`config.mk`:
```
export PLATFORM = sky130hd
export DESIGN_NAME = aes_key_expander
export DESIGN_NICKNAME = d
export VERILOG_FILES = /design/src/rtl/aes_key_expander.sv
export SDC_FILE = /design/constraint.sdc
export NUM_CORES = 2
export LEC_CHECK = 0
export ABC_CLOCK_PERIOD_IN_PS = 26800
export CAP_MARGIN = 20
export CORE_ASPECT_RATIO = 1.75
export CORE_MARGIN = 4
export CORE_UTILIZATION = 45
export DETAILED_ROUTE_END_ITERATION = 10
export PLACE_DENSITY_LB_ADDON = 0.05
export SYNTH_ARGS = -nofsm -noshare
export SYNTH_HDL_FRONTEND = slang
export SYNTH_SLANG_ARGS = --single-unit
```
`constraint.sdc`:
```
create_clock -name aes_clk -period 26.8 [get_ports aes_clk]
set_input_delay 2.68 -clock aes_clk [delete_from_list [all_inputs] [get_ports aes_clk]]
set_output_delay 2.68 -clock aes_clk [all_outputs]
set_load 0.01 [all_outputs]
```
`src/rtl/aes_key_expander.sv`:
```
// AES-128 key schedule responder. Latches a cipher key, expands one round
// key per clock into an 11-entry store and serves registered round-key
// requests from the encryption core as soon as the requested key exists.
//
// state  | meaning
// IDLE   | no key loaded since reset, requests are never served
// EXPAND | computing round keys 1..10, one per clock
// READY  | all 11 round keys present in the store
module aes_key_expander #(
  parameter int NO_ROWS   = 4,
  parameter int NO_COLS   = 4,
  parameter int NO_ROUNDS = 10
) (
  input  logic       aes_clk,
  input  logic       resetn,
  input  logic       key_load_i,
  input  logic [7:0] cipher_key_i [NO_ROWS][NO_COLS],
  input  logic       key_req_i,
  input  logic [3:0] key_sel_i,
  output logic       key_vld_o,
  output logic [7:0] round_key_o [NO_ROWS][NO_COLS],
  output logic       key_sel_err_o,
  output logic       busy_o,
  output logic       key_ready_o
);

  localparam int KW = 8 * NO_ROWS * NO_COLS;
  localparam logic [3:0] LAST_RND = 4'(NO_ROUNDS);

  // AES forward S-box, entry 0 in the most significant byte
  localparam logic [2047:0] SBOX_ROM = {
    128'h637c777bf26b6fc53001672bfed7ab76,
    128'hca82c97dfa5947f0add4a2af9ca472c0,
    128'hb7fd9326363ff7cc34a5e5f171d83115,
    128'h04c723c31896059a071280e2eb27b275,
    128'h09832c1a1b6e5aa0523bd6b329e32f84,
    128'h53d100ed20fcb15b6acbbe394a4c58cf,
    128'hd0efaafb434d338545f9027f503c9fa8,
    128'h51a3408f929d38f5bcb6da2110fff3d2,
    128'hcd0c13ec5f974417c4a77e3d645d1973,
    128'h60814fdc222a908846eeb814de5e0bdb,
    128'he0323a0a4906245cc2d3ac629195e479,
    128'he7c8376d8dd54ea96c56f4ea657aae08,
    128'hba78252e1ca6b4c6e8dd741f4bbd8b8a,
    128'h703eb5664803f60e613557b986c11d9e,
    128'he1f8981169d98e949b1e87e9ce5528df,
    128'h8ca1890dbfe6426841992d0fb054bb16
  };

  typedef enum logic [1:0] {IDLE, EXPAND, READY} state_t;

  state_t     state;
  logic [3:0] round_cnt;
  logic [3:0] next_idx;
  logic       key_loaded;

  logic [KW-1:0] store [NO_ROUNDS+1];
  logic [KW-1:0] key_in;
  logic [KW-1:0] cur_key;
  logic [KW-1:0] next_key;
  logic [KW-1:0] sel_word;
  logic [31:0]   w0, w1, w2, w3;
  logic [31:0]   rot, sub, n0, n1, n2, n3;
  logic [3:0]    sel_idx;
  logic          sel_ok;
  logic          avail;
  logic          serve;

  function automatic logic [7:0] sbox(input logic [7:0] b);
    return SBOX_ROM[2047 - 8 * int'(b) -: 8];
  endfunction

  function automatic logic [7:0] rcon(input logic [3:0] idx);
    case (idx)
      4'd1:    rcon = 8'h01;
      4'd2:    rcon = 8'h02;
      4'd3:    rcon = 8'h04;
      4'd4:    rcon = 8'h08;
      4'd5:    rcon = 8'h10;
      4'd6:    rcon = 8'h20;
      4'd7:    rcon = 8'h40;
      4'd8:    rcon = 8'h80;
      4'd9:    rcon = 8'h1b;
      4'd10:   rcon = 8'h36;
      default: rcon = 8'h00;
    endcase
  endfunction

  // flatten the key matrix: byte n sits at [n%4][n/4], byte 0 is the MSB
  always_comb begin
    key_in = '0;
    for (int c = 0; c < NO_COLS; c++)
      for (int r = 0; r < NO_ROWS; r++)
        key_in[KW-1-8*(c*NO_ROWS+r) -: 8] = cipher_key_i[r][c];
  end

  // one round of the key schedule applied to the newest stored key
  assign next_idx = round_cnt + 4'd1;
  assign cur_key  = store[round_cnt];
  assign {w0, w1, w2, w3} = cur_key;
  assign rot = {w3[23:0], w3[31:24]};
  assign sub = {sbox(rot[31:24]), sbox(rot[23:16]), sbox(rot[15:8]), sbox(rot[7:0])};
  assign n0  = w0 ^ sub ^ {rcon(next_idx), 24'h0};
  assign n1  = w1 ^ n0;
  assign n2  = w2 ^ n1;
  assign n3  = w3 ^ n2;
  assign next_key = {n0, n1, n2, n3};

  // request qualification; a key is servable once the schedule reached it
  assign sel_ok   = (key_sel_i <= LAST_RND);
  assign sel_idx  = sel_ok ? key_sel_i : 4'd0;
  assign sel_word = store[sel_idx];
  assign avail    = key_loaded && (key_sel_i <= round_cnt);
  assign serve    = key_req_i && sel_ok && avail && !key_load_i;

  // sequencing FSM: load restarts from any state, expansion ends on round 10
  always_ff @(posedge aes_clk or negedge resetn) begin
    if (!resetn) begin
      state       <= IDLE;
      round_cnt   <= '0;
      key_loaded  <= 1'b0;
      busy_o      <= 1'b0;
      key_ready_o <= 1'b0;
    end else if (key_load_i) begin
      state       <= EXPAND;
      round_cnt   <= '0;
      key_loaded  <= 1'b1;
      busy_o      <= 1'b1;
      key_ready_o <= 1'b0;
    end else begin
      case (state)
        EXPAND: begin
          round_cnt <= next_idx;
          if (next_idx == LAST_RND) begin
            state       <= READY;
            busy_o      <= 1'b0;
            key_ready_o <= 1'b1;
          end
        end
        IDLE, READY: ;
        default: state <= IDLE;
      endcase
    end
  end

  // round-key store; contents only matter while key_loaded gates access
  always_ff @(posedge aes_clk) begin
    if (key_load_i)
      store[0] <= key_in;
    else if (state == EXPAND)
      store[next_idx] <= next_key;
  end

  // registered response; round_key_o keeps its last served value otherwise
  always_ff @(posedge aes_clk or negedge resetn) begin
    if (!resetn) begin
      key_vld_o     <= 1'b0;
      key_sel_err_o <= 1'b0;
      for (int r = 0; r < NO_ROWS; r++)
        for (int c = 0; c < NO_COLS; c++)
          round_key_o[r][c] <= 8'h00;
    end else begin
      key_vld_o     <= serve;
      key_sel_err_o <= key_req_i && !sel_ok;
      if (serve) begin
        for (int r = 0; r < NO_ROWS; r++)
          for (int c = 0; c < NO_COLS; c++)
            round_key_o[r][c] <= sel_word[KW-1-8*(c*NO_ROWS+r) -: 8];
      end
    end
  end

endmodule

```
## Word-level counts from Yosys, hierarchy flattened

Memories as Yosys holds them, arrays and structs flattened. A register that Yosys moved wholly into a read port is not among the register bits.
Index checks and enable logic that the tools add are counted.

| word-level totals | value |
|---|---|
| register bits | 11 |
| bits in writable memories | 1408 |
| ROM bits | 128 |
| input bits | 136 |
| memories kept | 2 |

Memories:

| name | words | width | read ports | clocked after memory_dff | wr ports | line | text |
|---|---|---|---|---|---|---|---|
| store | 11 | 128 | 2 | 1 | 1 | 57 | `logic [KW-1:0] store [NO_ROUNDS+1];` |
| (no name shown) | 16 | 8 | 1 | 0 | 0 | 74 | `case (idx)` |

| operators by class | value |
|---|---|
| $add $sub $neg | 5 |
| order comparisons | 2 |
| eq/ne operators | 5 |
| shift-type cells | 4 |
| muxes and demuxes | 20 |
| bitwise gates (word level) | 5 |
| reduce and logical (&&, ||, !) cells | 15 |

Operator list:

| kind | number |
|---|---|
| $shiftx A2055 B12 Y8 const A | 4 |
| $xor A32 B32 Y32 | 5 |
| $mux W128 | 1 |
| $reduce_or A128 Y1 | 1 |
| $sub A11 B11 Y12 const A | 4 |
| $mux W4 | 4 |
| $mux W1 | 12 |
| $logic_and A1 B1 Y1 | 5 |
| $add A4 B1 Y4 const B | 1 |
| $eq A4 B4 Y1 const B | 1 |
| $le A4 B4 Y1 | 1 |
| $le A4 B4 Y1 const B | 1 |
| $mux W2 | 2 |
| $pmux W2 S2 | 1 |
| $reduce_and A2 Y1 | 2 |
| $reduce_bool A2 Y1 | 2 |
| $logic_not A1 Y1 | 3 |
| $ne A3 B3 Y1 const B | 1 |
| $eq A2 B1 Y1 const B | 1 |
| $eq A2 B2 Y1 const B | 1 |
| $logic_not A2 Y1 | 1 |
| $ne A2 B2 Y1 const B | 1 |
| $reduce_or A2 Y1 | 1 |

## Logic depth before layout (Yosys ltp)

An unclocked memory read counts as a cell.

| depth | value |
|---|---|
| word-level depth | 9 |
| depth in mapped cells | 23 |
| depth with buffers taken out | 17 |

## Least setup slack after synthesis

OpenSTA, ideal clock, no wires.

| timing | value |
|---|---|
| path kind | input-to-reg |
| start point | input key_load_i |
| end point | memory store[1][0] in the netlist's numbering (enable) |
| library setup time | 0.929 ns |
| data arrival time | 15.548 ns |
| data required time | 25.871 ns |
| slack | 10.324 ns |
| stages | 5 |
| buffers on the path | 3 |
| cells stage by stage | nand2b_1 > clkbuf_1 > clkbuf_1 > clkbuf_1 > nor4_1 |

| between the ends | value |
|---|---|
| longest elaborated chain between the ends | 4 |
| elaborated cells between the ends (all ways) | 7 |
| classes of those cells | mux: 6; reduce/logical: 1 |

Ends and longest elaborated chain:

| element | line | text |
|---|---|---|
| start, declared | 16 | `input logic key_load_i,` |
| $mux W1 | 148 | `if (key_load_i)` |
| $mux W1 (implied by the code) | 151 | `store[next_idx] <= next_key;` |
| $reduce_or A128 Y1 (no line) | -- |  |
| $mux W4 (no line) or $mux W1 (tied branches) | -- |  |
| end, declared | 57 |  |

Parallel ways exist; a longest one is shown, timed or not.

## Worst setup path after layout

| timing | value |
|---|---|
| start point | register round_cnt[0] |
| end point | memory store[0][40] in the netlist's numbering (data pin) |

| between the ends | value |
|---|---|
| longest elaborated chain between the ends | 8 |

Ends and longest elaborated chain:

| element | line | text |
|---|---|---|
| start, declared | 53 | `logic [3:0] round_cnt;` |
| start signal, assigned | 133 | `round_cnt <= next_idx;` |
| $mem_v2 Z11 W128 (*) | -- |  |
| $sub A11 B11 Y12 | 70 | `return SBOX_ROM[2047 - 8 * int'(b) -: 8];` |
| $shiftx A2055 B12 Y8 | 70 |  |
| $xor A32 B32 Y32 (2 in a row) | 103 | `assign n0 = w0 ^ sub ^ {rcon(next_idx), 24'h0};` |
| $xor A32 B32 Y32 | 104 | `assign n1 = w1 ^ n0;` |
| $xor A32 B32 Y32 (*) | 105 | `assign n2 = w2 ^ n1;` |
| $mux W128 (no line) (*) | -- |  |

Every way passes the cells marked *; elsewhere a longest branch is shown, timed or not.

==> impl_results.rst <==
.. list-table::
   :header-rows: 1

   * - Metric
     - Value
   * - Max-slew headroom at the worst pin
     - 14.3%
   * - Total Negative Setup Slacks
     - 0 ps
   * - Met2 wirelength from detailed routing
     - 192000 um
   * - Number of gates given a new drive strength after cts
     - 0
   * - Post-CTS setup buffer count
     - 0
   * - Hold Crit Start
     - round_key_o[65]
   * - Post-synthesis area per instance
     - 11.7 sq um
   * - Number of H-tree branching levels
     - 4
   * - Core outline area
     - 195000 sq um
   * - Detailed Route WL
     - 402000 um
   * - DRC viols
     - 0
   * - Crit path DAT
     - 9890 ps
   * - Capturing element type of the critical path
     - flop
   * - Global-route wire length before repair
     - 557000 um
   * - Area growth, synth to finish
     - 11.4%
   * - IR drop worst, VDD
     - 0.0791 mV
   * - GRT Util Overall
     - 38.3%
   * - Cell count after synthesis
     - 7544
   * - Data required time of the critical path
     - 27300 ps
   * - HP Class
     - reg -> reg
   * - Clk_lat worst skew
     - 850 ps
   * - Number of failing hold endpoints at the final stage
     - 0
   * - Area of the die
     - 204000 sq um
   * - WS Path Type
     - reg -> reg
   * - Run status
     - finished clean
   * - Syn Std Cell Area
     - 88300 sq um
   * - GPL Wtd Cong
     - 1.02
   * - Critical path origin
     - round_cnt[0]
   * - Number of port buffers
     - 267
   * - Total clock sinks
     - 1547
   * - Warning count from the yosys run
     - 0
   * - Hold buffer count at CTS
     - 0
   * - Antenna violations before repair
     - 30
   * - Pre-Repair DR Iteration Count
     - 9
   * - Die outline height
     - 594 um
   * - Worst Tran Pin Value
     - 1280 ps
   * - Portion of the post-synthesis area used by sequential elements
     - 51.8%
   * - Wire length on met3
     - 37200 um
   * - CTS Buffer Depth
     - 4
   * - Final critical-path required period
     - 9390 ps
   * - Fraction of layout cells with a size suffix above 1
     - 16.2%
   * - Setup repair after global routing missed its margin
     - no
   * - Count of pins on the block boundary
     - 268
   * - Pwr per Cell Area
     - 135 nW/um^2
   * - Critical-path cell with the highest stage delay
     - sky130_fd_sc_hd__dfrtp_4
   * - Origin of the critical flop-to-flop path
     - round_cnt[0]
   * - Critical Path Start Type
     - flop
   * - Post-DP HPWL
     - 255000 um
   * - Final design utilization
     - 50.5%
   * - Max frequency
     - 0.106 GHz
   * - Residual overflow from global routing
     - 0
   * - Leakage dissipation
     - 0.0324 uW
   * - Initial standard-cell utilization of the core
     - 45.3%
   * - Post-synth top flop
     - sky130_fd_sc_hd__edfxtp_1
   * - Largest net degree at the start of global routing
     - 130
   * - Most frequent cells in the layout
     - sky130_fd_sc_hd__edfxtp_1 (1408), sky130_fd_sc_hd__nand2_1 (802), sky130_fd_sc_hd__a21oi_1 (580)
   * - Skew final
     - 88.9 ps
   * - Placement Rows
     - 214
   * - Number of max-cap violations
     - 0
   * - Net Count, Synth
     - 7742
   * - Post-synthesis cell type count
     - 130
   * - Met1 Routed Length
     - 142000 um
   * - CTS tree
     - done
   * - Number of synthesized flops with an enable pin
     - 1408
   * - Ordered list of cells on the worst path
     - buf_12 > buf_12 > mux2_2 > o211ai_1 > o31a_2 > clkinv_2 > ha_1 > inv_1 > o2111a_1 > a31o_2 > nor3b_1 > a221o_1 > a311oi_1 > a32oi_2 > xnor2_2 > xnor2_1 > o21ai_1
   * - Post-route clock period utilization
     - 35.1%
   * - Total Nets Final
     - 7724
   * - Fraction of registers with async set or reset after synthesis
     - 8.99%
   * - Crit path top cell by count
     - sky130_fd_sc_hd__buf_12
   * - Iter 0 DRT Violations
     - 10900
   * - Die Wd
     - 343 um
   * - Most frequent standard cell in the layout excluding fill and tap cells
     - sky130_fd_sc_hd__edfxtp_1
   * - Total count of max-transition violations in the final report
     - 0
   * - Total clock buffers created by CTS
     - 159
   * - Max Used Layer
     - met5
   * - Finish-stage setup viols
     - 0
   * - Antenna Violating Nets Remaining
     - 0
   * - #FFs+latches synth
     - 1547
   * - Max stage delay on crit path
     - 1040 ps
   * - Number of global-route vias before repair
     - 71600
   * - Mean routed wirelength per cell
     - 39.2 um
   * - Master cell of the clock root buffer
     - sky130_fd_sc_hd__clkbuf_16
   * - Overall via count from detail_route
     - 73700
   * - Clock transition at the registers of the reported paths
     - 70 ps
   * - Vias/cell
     - 7.19
   * - Critical path peak fanout
     - 111
## worst paths after layout
kind / end / slack [ps] / cells past startpoint
hold reg to reg: round_key_o[65] / 480 / 2
hold / removal: round_key_o[65] / 480 / 2
setup reg to reg: store[0][40] / 17410 / 17
min in group asynchronous: round_key_o[94] / 1830 / 1
max in group asynchronous: round_cnt[1] / 23650 / 2
setup / recovery: store[0][40] / 17410 / 17
## synth_stat cells (all sizes together), types with 41 or more instances
cell type,instances,area share (%)
o21ai,483,2.8
a222oi,122,1.4
edfxtp,1408,48
nand2b,41,0.29
nor2,421,1.8
a211oi,107,0.93
mux4,260,6.6
mux2i,173,2.0
nor3,210,1.2
nand3,98,0.56
o211ai,129,1.2
clkbuf,395,1.7
xor2,54,0.63
a22o,141,1.4
o22ai,163,1.2
ha,62,0.88
xnor2,133,1.4
nand2,806,3.4
mux2,338,4.3
a221oi,163,1.7
a21oi,591,3.4
dfrtp,139,3.9
buf,330,2.3
a31oi,67,0.48
o311ai,60,0.60
## state kept, by name (all words and copies together), names as in the netlist
| name | count |
|---|---|
| round_cnt | 4 |
| busy_o | 1 |
| key_vld_o | 1 |
| key_sel_err_o | 1 |
| store | 1408 |
| state | 2 |
| key_loaded | 1 |
| round_key_o | 128 |
| key_ready_o | 1 |
## critical path, delay by kind of cell, from the launching register on
family	cells	cell delay (ps)
mux	1	410
simple gates	1	110
xor+xnor	2	1170
flops	1	1040
buf+inv	4	2100
fa+ha+maj	1	590
compound gates	8	3520
## where the power goes
group / internal (uW) / leakage (uW) / switching [uW]
combinational: 2110 / 0.0153 / 5070
sequential: 3690 / 0.0147 / 174
clock: 1240 / 0.00243 / 959
total: 7050 / 0.0324 / 6200
## cells by family after synthesis
logic type | after synthesis | share of synthesized area (%)
DFF | 1547 | 51.8
muxes | 771 | 12.9
adders and majority gates | 62 | 0.879
xor gates and xnor gates | 194 | 2.17
buffers and inverters | 770 | 4.17
AOI/OAI and AO/OA | 2444 | 19.3
and+or+nand+nor | 1756 | 8.71
## layer usage
| layer | vias up | GRT usage (%) |
|---|---|---|
| met5 | - | 0 |
| met4 | 16 | 22.9 |
| met3 | 1240 | 6.50 |
| met2 | 5044 | 63.1 |
| met1 | 37400 | 47.1 |
| li1 | 29900 | - |
## final cells by class
cell class                      count  area (sq um)
Multi-Input combinational cell   5227         39200
Clock buffer                      212          4290
Timing Repair Buffer              546          4950
Fill cell                       17300         96300
Inverter                           45           190
Sequential cell                  1547         45800
Antenna cell                       13          32.5
Clock inverter                     68           688
Tap cell                         2592          3240
## metrics by stage
step                setup slack [ps]  area (sq um)  hold slack [ps]  cells  total power, uW
global route                   17320         98300              504  10200            13700
global placement               17560         93100              451   9924            10800
detailed placement             17500         93200              466   9936            10800
floorplan                      10320         88300              437   7544             7870
finish                         17410         98300              476  10300            13200
CTS                            17490         98200              483  10200            13000
Note: power is estimated with default switching activity, not from simulation.
